$ cat config.mk
export PLATFORM = sky130hd
export DESIGN_NAME = sign_convert_pipe
export DESIGN_NICKNAME = d
export VERILOG_FILES = /design/src/rtl/calc_pkg.sv /design/src/rtl/complement_core.sv /design/src/rtl/sign_convert_pipe.sv
export SDC_FILE = /design/constraint.sdc
export NUM_CORES = 1
export LEC_CHECK = 0
export CAP_MARGIN = 25
export CORE_AREA = 4 4 65 67
export CTS_CLUSTER_DIAMETER = 200
export CTS_CLUSTER_SIZE = 8
export DETAILED_ROUTE_END_ITERATION = 12
export DIE_AREA = 0 0 69 71
export GPL_TIMING_DRIVEN = 0
export SLEW_MARGIN = 20
export SYNTH_ARGS = -nofsm -noshare
export SYNTH_HDL_FRONTEND = slang
export SYNTH_SLANG_ARGS = --single-unit
$ cat constraint.sdc
create_clock -name clk -period 2.3 [get_ports clk]
set_clock_uncertainty 0.1 [all_clocks]
set_input_delay 0.575 -clock clk [delete_from_list [all_inputs] [get_ports clk]]
set_output_delay 0.575 -clock clk [all_outputs]
set_load 0.1 [all_outputs]
$ cat src/rtl/calc_pkg.sv
// Shared definitions for the calculator input path.
// Holds the operation codes that select what the sign-conversion unit
// does to each operand.
package calc_pkg;

    // Operation codes carried alongside each operand.
    localparam logic [1:0] MODE_NEG   = 2'd0;  // two's-complement negate
    localparam logic [1:0] MODE_ABS   = 2'd1;  // absolute value
    localparam logic [1:0] MODE_SM2TC = 2'd2;  // sign-magnitude to two's complement
    localparam logic [1:0] MODE_TC2SM = 2'd3;  // two's complement to sign-magnitude

endpackage

$ cat src/rtl/complement_core.sv
// Combinational sign-conversion datapath.
// A single negate carry chain is shared by all four operations; the mode
// selects which value is fed into the chain and how the result is formed.
//
// Ports:
//   x    in   N  operand
//   mode in   2  operation code (see calc_pkg)
//   y    out  N  converted result
//   ovf  out  1  result cannot be represented in N bits
module complement_core
    import calc_pkg::*;
#(
    parameter int N = 8
) (
    input  logic [N-1:0] x,
    input  logic [1:0]   mode,
    output logic [N-1:0] y,
    output logic         ovf
);

    logic [N-1:0] neg_in;
    logic [N-1:0] neg_out;
    logic [N-1:0] carry;
    logic         is_min;
    logic         run;

    // The most negative value has no positive counterpart.
    assign is_min = (x == {1'b1, {(N-1){1'b0}}});

    // Sign-magnitude input negates only the magnitude field; every other
    // mode negates the operand as a whole.
    always_comb begin
        neg_in = x;
        if (mode == MODE_SM2TC) begin
            neg_in = {1'b0, x[N-2:0]};
        end
    end

    // Increment of the inverted operand: a carry reaches bit i only when
    // every lower bit of the operand is zero. The running AND avoids
    // feeding a vector back into itself.
    always_comb begin
        run = 1'b1;
        for (int i = 0; i < N; i++) begin
            carry[i] = run;
            run      = run & ~neg_in[i];
        end
        neg_out = ~neg_in ^ carry;
    end

    // Result formation per operation. Negative zero in sign-magnitude has
    // a zero magnitude, so its negation is 0 and it never overflows.
    always_comb begin
        y   = neg_out;
        ovf = 1'b0;
        case (mode)
            MODE_NEG: begin
                y   = neg_out;
                ovf = is_min;
            end
            MODE_ABS: begin
                y   = x[N-1] ? neg_out : x;
                ovf = is_min;
            end
            MODE_SM2TC: begin
                y   = x[N-1] ? neg_out : neg_in;
                ovf = 1'b0;
            end
            MODE_TC2SM: begin
                y   = x[N-1] ? {1'b1, neg_out[N-2:0]} : x;
                ovf = is_min;
            end
            default: begin
                y   = neg_out;
                ovf = 1'b0;
            end
        endcase
    end

endmodule

$ cat src/rtl/sign_convert_pipe.sv
// Two-stage pipelined sign-conversion unit with valid/ready flow control.
// Stage 1 captures the raw operand and mode; stage 2 captures the converted
// result and its overflow flag. A sticky flag remembers any overflowing
// result handed downstream until it is cleared.
//
// Ports:
//   clk        in   1  rising-edge clock
//   rst_n      in   1  asynchronous active-low reset
//   in_valid   in   1  operand present
//   in_ready   out  1  operand accepted this cycle
//   in_data    in   N  operand
//   in_mode    in   2  operation code
//   out_valid  out  1  result present
//   out_ready  in   1  downstream accepts result
//   out_data   out  N  result
//   out_ovf    out  1  result not representable
//   ovf_sticky out  1  any overflowing result delivered since reset/clear
//   ovf_clear  in   1  synchronous clear of ovf_sticky
module sign_convert_pipe
    import calc_pkg::*;
#(
    parameter int N      = 8,
    parameter int STAGES = 2
) (
    input  logic         clk,
    input  logic         rst_n,
    input  logic         in_valid,
    output logic         in_ready,
    input  logic [N-1:0] in_data,
    input  logic [1:0]   in_mode,
    output logic         out_valid,
    input  logic         out_ready,
    output logic [N-1:0] out_data,
    output logic         out_ovf,
    output logic         ovf_sticky,
    input  logic         ovf_clear
);

    // The register depth is fixed; reject any other configuration early.
    if (STAGES != 2) begin : g_bad_stages
        $error("sign_convert_pipe: STAGES must be 2");
    end
    if (N < 2) begin : g_bad_width
        $error("sign_convert_pipe: N must be at least 2");
    end

    logic         s1_v;
    logic [N-1:0] s1_data;
    logic [1:0]   s1_mode;
    logic         s2_v;
    logic [N-1:0] s2_data;
    logic         s2_ovf;
    logic         adv1;
    logic [N-1:0] core_y;
    logic         core_ovf;

    // Each stage may take new data when it is empty or when the stage
    // after it is emptying this cycle. Neither term looks at in_valid.
    assign adv1     = !s2_v || out_ready;
    assign in_ready = !s1_v || adv1;

    complement_core #(.N(N)) u_core (
        .x    (s1_data),
        .mode (s1_mode),
        .y    (core_y),
        .ovf  (core_ovf)
    );

    // Stage 1: raw operand register.
    always_ff @(posedge clk or negedge rst_n) begin
        if (!rst_n) begin
            s1_v    <= 1'b0;
            s1_data <= '0;
            s1_mode <= MODE_NEG;
        end else if (in_ready) begin
            s1_v <= in_valid;
            if (in_valid) begin
                s1_data <= in_data;
                s1_mode <= in_mode;
            end
        end
    end

    // Stage 2: converted result register. Data only moves on a load, so a
    // stalled result stays put until downstream takes it.
    always_ff @(posedge clk or negedge rst_n) begin
        if (!rst_n) begin
            s2_v    <= 1'b0;
            s2_data <= '0;
            s2_ovf  <= 1'b0;
        end else if (adv1) begin
            s2_v <= s1_v;
            if (s1_v) begin
                s2_data <= core_y;
                s2_ovf  <= core_ovf;
            end
        end
    end

    // Sticky overflow: a delivered overflow wins over a same-cycle clear.
    always_ff @(posedge clk or negedge rst_n) begin
        if (!rst_n) begin
            ovf_sticky <= 1'b0;
        end else if (s2_v && out_ready && s2_ovf) begin
            ovf_sticky <= 1'b1;
        end else if (ovf_clear) begin
            ovf_sticky <= 1'b0;
        end
    end

    assign out_valid = s2_v;
    assign out_data  = s2_data;
    assign out_ovf   = s2_ovf;

endmodule

# Word-level counts from Yosys, hierarchy flattened
# Index checks and enable logic that the tools add are counted.
[op_classes]
n_eq_ne = 4
mux = 8
bitwise_logic = 15
reduce_logical = 11
[op_table]
columns = ["operator", "count"]
rows = [
  ["two-way mux 8 bit", 4],
  ["one-hot mux 8 bit (4 select lines)", 1],
  ["== test 8 bit (second input constant)", 1],
  ["NOT 8 bit", 1],
  ["bitwise XOR 8 bit", 1],
  ["NOT 1 bit", 7],
  ["AND 1 bit", 6],
  ["== test 2 bit (second input constant)", 2],
  ["AND reduction 2 bit", 2],
  ["OR reduction 3 bit", 1],
  ["== test 2 x 1 -> 1 bit (second input constant)", 1],
  ["logical AND 1 bit", 2],
  ["zero test 1 bit", 2],
  ["zero test 2 bit", 1],
  ["logical OR 1 bit", 2],
  ["two-way mux 1 bit", 2],
  ["one-hot mux 1 bit (2 select lines)", 1],
  ["nonzero test 2 bit", 1],
]
[word_totals]
reg_bits = 22
input_bits = 15
out_inout_bits = 12
wordCells = 45

# Logic depth before layout (Yosys ltp)
[logic_depth]
depth_word = 12
depth_mapped = 10
ltp_nobuf = 10

# Hierarchy
# Synthesis repeated with hierarchy kept, for this count alone.
[unflattened]
cells_unflattened = 79
area_unflattened_um2 = 1138.6
[modules_own_cells]
columns = ["module", "n_inst", "cells_per_inst", "area_each_um2", "seq_area_each_um2"]
rows = [
  ["sign_convert_pipe", 1, 50, 889.6, 550.5],
  ["complement_core", 1, 29, 249.0, 0.0],
]

# Least setup slack after synthesis
# OpenSTA, ideal clock, no wires.
[synth_path]
path_type = "reg2reg"
startpoint = "register s2_v (netlist: out_valid)"
endpoint = "register s1_data[0]"
setup_time_ns = 0.125
t_arrival_ns = 2.878
t_required_ns = 2.075
path_slack_ns = -0.802
stages_incl_launch_ff = 4
path_buffers = 0
period_less_slack_ns = 3.102
path_cell_list = "dfrtp_1 > nand3b_1 > nand2_2 > mux2_2"
[synth_between]
elab_chain_len = 4
[synth_lines]
columns = ["item", "line_no", "rtl"]
rows = [
  ["from (decl)", "sign_convert_pipe.sv:50", "logic s2_v;"],
  ["from (signal assigned)", "sign_convert_pipe.sv:92", "s2_v <= s1_v;"],
  ["zero test 1 bit", "sign_convert_pipe.sv:59", "assign adv1 = !s2_v || out_ready;"],
  ["logical OR 1 bit", "sign_convert_pipe.sv:59", ""],
  ["logical OR 1 bit", "sign_convert_pipe.sv:60", "assign in_ready = !s1_v || adv1;"],
  ["net in_ready", "sign_convert_pipe.sv:28", "output logic in_ready,"],
  ["AND reduction 2 bit (no source line)", "--", ""],
  ["to (signal assigned)", "sign_convert_pipe.sv:78", "s1_data <= in_data;"],
  ["to (decl)", "sign_convert_pipe.sv:48", "logic [N-1:0] s1_data;"],
]
# The timed path passes the listed nets, and every way through them passes these cells.
# A chain may end at the register's enable or synchronous reset.

# Worst setup path in the final report
[layout_path]
startpoint = "input port out_ready"
endpoint = "output port in_ready"
[layout_between]
elab_chain_len = 2
[layout_lines]
columns = ["item", "line_no", "rtl"]
rows = [
  ["from (decl)", "sign_convert_pipe.sv:32", "input logic out_ready,"],
  ["logical OR 1 bit", "sign_convert_pipe.sv:59", ""],
  ["logical OR 1 bit", "sign_convert_pipe.sv:60", ""],
  ["to (decl)", "sign_convert_pipe.sv:28", ""],
]
# No other way between the ends.

==> summary.txt <==
Outcome
  – Run status: finished clean

Clock tree
  – Library cell used as clock root buffer: sky130_fd_sc_hd__clkbuf_8
  – Number of buffers on the longest clock path: 2
  – Post-CTS clock slew at the launch and capture registers of the worst setup and hold paths: around 80 ps
  – Source-to-sink clock delay at the later pin of the worst-skew pair: between 200 and 300 ps
  – CTS Hold Buffers Added: 0
  – Clock net sink count: 22
  – Max H-tree Level: 1
  – Number of buffers added by the clock tree synthesis step: 3
  – TritonCTS clock tree: done

Critical path
  – Top fanout value on the critical path: 3
  – Reg2Reg Launch Point: s1_data[1]$_DFFE_PN0P_
  – Gate family responsible for the most delay along the worst path: buffers and inverters
  – Series of cell instances along the critical path: clkdlybuf4s50_1 > nand3b_1 > buf_4
  – Crit path max-delay cell type: sky130_fd_sc_hd__clkdlybuf4s50_1
  – Slowest Stage Delay on Critical Path: 480 ps
  – CP Buf/Inv Count: 2
  – Critical path required time: 1620 ps
  – Startpoint class of the critical path: input port
  – Origin of the worst setup path: out_ready
  – Crit. End Element: output port
  – Setup Crit Path Kind: input port to output port
  – WP data arrival: 1580 ps

Placed design
  – DP HPWL: 1640 µm
  – Final GP Congestion: between 0.7 and 0.8
  – Cell area after placement: 1400 µm²
  – Worst slack after detailed placement: -792 ps
  – Placed Cells: 161
  – Number of port buffers: 26

Power and ir drop
  – Largest voltage drop on the vdd net: 0.284 mV
  – Power density of the placed cells: 903 nW/µm²
  – Static leakage power: 0.000672 µW

Routing
  – Residual DRC count: 0
  – Vias per std cell: 4.53
  – Avg WL per Cell: 13.3 µm
  – Vias after detailed routing: 761
  – Post-detailed-route count of antenna-violating nets: 0
  – Pre-Repair DR Iteration Count: 6
  – DR iter-0 viols: 33
  – Routed WL: 2240 µm

Synth
  – Leading cell types by total area after synthesis: sky130_fd_sc_hd__dfrtp_1 51%, sky130_fd_sc_hd__mux2_2 10%, sky130_fd_sc_hd__ha_1 7.0%
  – Cell count after synthesis: 87
  – Fraction of post-synthesis cell area in the top cell type by area: 51.2%
  – Leading area contributor after synthesis: sky130_fd_sc_hd__dfrtp_1
  – Number of distinct library cell variants in the gate-level netlist after synthesis: 22
  – Warnings from Yosys: 0
  – Average footprint of a synthesized cell: between 10 and 15 µm²
  – Share of synthesized area occupied by flip-flops and latches: 51.2%
  – Register bit total from synthesis: 22
  – Synth Net Count: 108
  – Total standard cell area after synthesis: 1070 µm²

Global routing
  – First-pass GRT wire length: around 3600 µm
  – Global-route usage over all layers: 9.13%
  – Met1 Track Usage GR: 10.4%
  – Pin count of the biggest net entering global routing: 23
  – Met2 Track Usage GR: between 10% and 20%
  – Total global routing overflow: 0
  – Global-route met3 utilization: 2.41%
  – Number of antenna violations at the first check in global routing: 0
  – GR peak layer: met2
  – Vias in the first global route: 782

Run
  – Number of max-cap violations: 0

Floorplanning
  – Standard-cell row count: 22
  – Height of the die: 71 µm
  – Standard cell core area: roughly 3600 µm²
  – Initial Util: 29.6%
  – Overall die area: roughly 4900 µm²
  – Floorplan die width: 69 µm
  – Io pins: 27

Timing
  – Setup repair after global routing missed its margin: no
  – Fin crit share: approximately 98%
  – Hold WS: around 180 ps
  – Slew Limit Fails: 0
  – Peak clock frequency supported by timing: 0.444 GHz
  – Setup Viol. Count Final: 0
  – Transition time of the tightest slew-check pin: 962 ps
  – Count of endpoints failing hold in the final timing report: 0
  – Setup slack after layout: 49.7 ps
  – Final min period: 2250 ps
  – Headroom to the max-slew limit: 36.1%

Cells and area
  – Finished Core Util: 42.5%
  – Top library cells by usage in the layout, fill and taps aside: 21 x sky130_fd_sc_hd__dfrtp_1, 13 x sky130_fd_sc_hd__a21oi_1, 13 x sky130_fd_sc_hd__clkdlybuf4s50_1, 11 x sky130_fd_sc_hd__dlygate4sd2_1, 10 x sky130_fd_sc_hd__mux2_2
  – Number of antenna cells inserted: 0
  – Commonest non-fill, non-tap cell in the layout: sky130_fd_sc_hd__dfrtp_1
  – Fin cells: 168
  – Cell area after layout: 1540 µm²
  – Layout-stage area growth over the synthesis result: 43.7%
  – # nets final: 142
  – Share of final-layout standard cells stronger than drive strength 1: between 30% and 40%

Worst hold path
  – Type of the most critical hold path: input port to async pin
[stage by stage]
step / TNS [ps] / power [µW]
5_1_grt: 0 / 1470
6_report: 0 / 1390
2_1_floorplan: -1870 / 986
4_1_cts: 0 / 1370
3_3_place_gp: -800 / 1140
3_5_place_dp: -804 / 1160
[worst reg2reg max path, stage by stage (launching register included)]
cell                      delay [ps]
sky130_fd_sc_hd__dfrtp_1         370
sky130_fd_sc_hd__inv_2            50
sky130_fd_sc_hd__ha_4            160
sky130_fd_sc_hd__ha_4            160
sky130_fd_sc_hd__ha_4            150
sky130_fd_sc_hd__ha_4            150
sky130_fd_sc_hd__ha_4            150
sky130_fd_sc_hd__ha_4            150
sky130_fd_sc_hd__or4_4           550
sky130_fd_sc_hd__a31oi_4         160
[cell usage after synthesis]
cell type and number:
sky130_fd_sc_hd__ha_1 6, sky130_fd_sc_hd__mux2i_1 6, sky130_fd_sc_hd__nand2b_1 3, sky130_fd_sc_hd__and2_4 1, sky130_fd_sc_hd__dfrtp_1 22, sky130_fd_sc_hd__nor3_2 1
sky130_fd_sc_hd__nand3_1 1, sky130_fd_sc_hd__or4_4 1, sky130_fd_sc_hd__mux2_4 2, sky130_fd_sc_hd__mux2_2 10, sky130_fd_sc_hd__a31oi_1 1, sky130_fd_sc_hd__o21ai_0 2
sky130_fd_sc_hd__nand2_2 1, sky130_fd_sc_hd__buf_2 1, sky130_fd_sc_hd__a21oi_1 13, sky130_fd_sc_hd__inv_1 8, sky130_fd_sc_hd__a21o_1 1, sky130_fd_sc_hd__o21bai_2 1
sky130_fd_sc_hd__buf_6 2, sky130_fd_sc_hd__or4_1 1, sky130_fd_sc_hd__nand3b_1 2, sky130_fd_sc_hd__nor2b_1 1
[sequential cells by signal, summed over array words and instances, names as in the netlist]
register / flops
out_data: 8
out_ovf: 1
out_valid: 1
ovf_sticky: 1
s1_data: 8
s1_mode: 2
s1_v: 1
[final timing paths]
path / cells after the start / slack [ps] / to
worst max-delay path: 3 / 50 / in_ready
worst max register to register: 9 / 60 / out_data[7]$_DFFE_PN0P_
min in group clk: 1 / 410 / out_data[0]$_DFFE_PN0P_
worst min-delay path: 1 / 180 / out_valid$_DFFE_PN0P_
max in group asynchronous: 1 / 1550 / out_valid$_DFFE_PN0P_
worst min register to register: 1 / 410 / out_data[0]$_DFFE_PN0P_
[per-layer routing]
layer / routed length (µm) / share of wire (%) / vias up
met3: 98 / 4.4 / 2
met5: 0 / 0 / -
li1: - / - / 368
met1: 974 / 44 / 374
met2: 1140 / 51 / 17
met4: 30 / 1.3 / 0
[layout make-up]
cell class,count,area [µm²]
tap,48,60.1
timing repair buffer,29,262
sequential,22,554
inverter,8,30.0
fill,345,2090
clock buffer,4,45.0
multi-input combinational,54,566
buffer,3,27.5
[cell families after synthesis]
kind of cell,share of synthesized area [%]
mux,18.9
fa+ha+maj,6.98
buf+inv,5.35
flops,51.2
compound gates,9.31
simple gates,8.27
[power breakdown]
group / switching [µW] / internal [µW] / leakage [µW]
Clock: 115 / 123 / 0.0000228
Combinational: 464 / 185 / 0.000394
Sequential: 49.9 / 457 / 0.000255
Total: 629 / 765 / 0.000672
[timing repair]
item | 4_1_cts | 5_1_grt
endpoints found under the hold margin | 0 | 0
setup endpoints to repair | 13 | 1
pin swaps | 0 | 3
gates resized for setup | 17 | 16
setup buffers | 2 | 1
(Power assumes the default switching activity.)
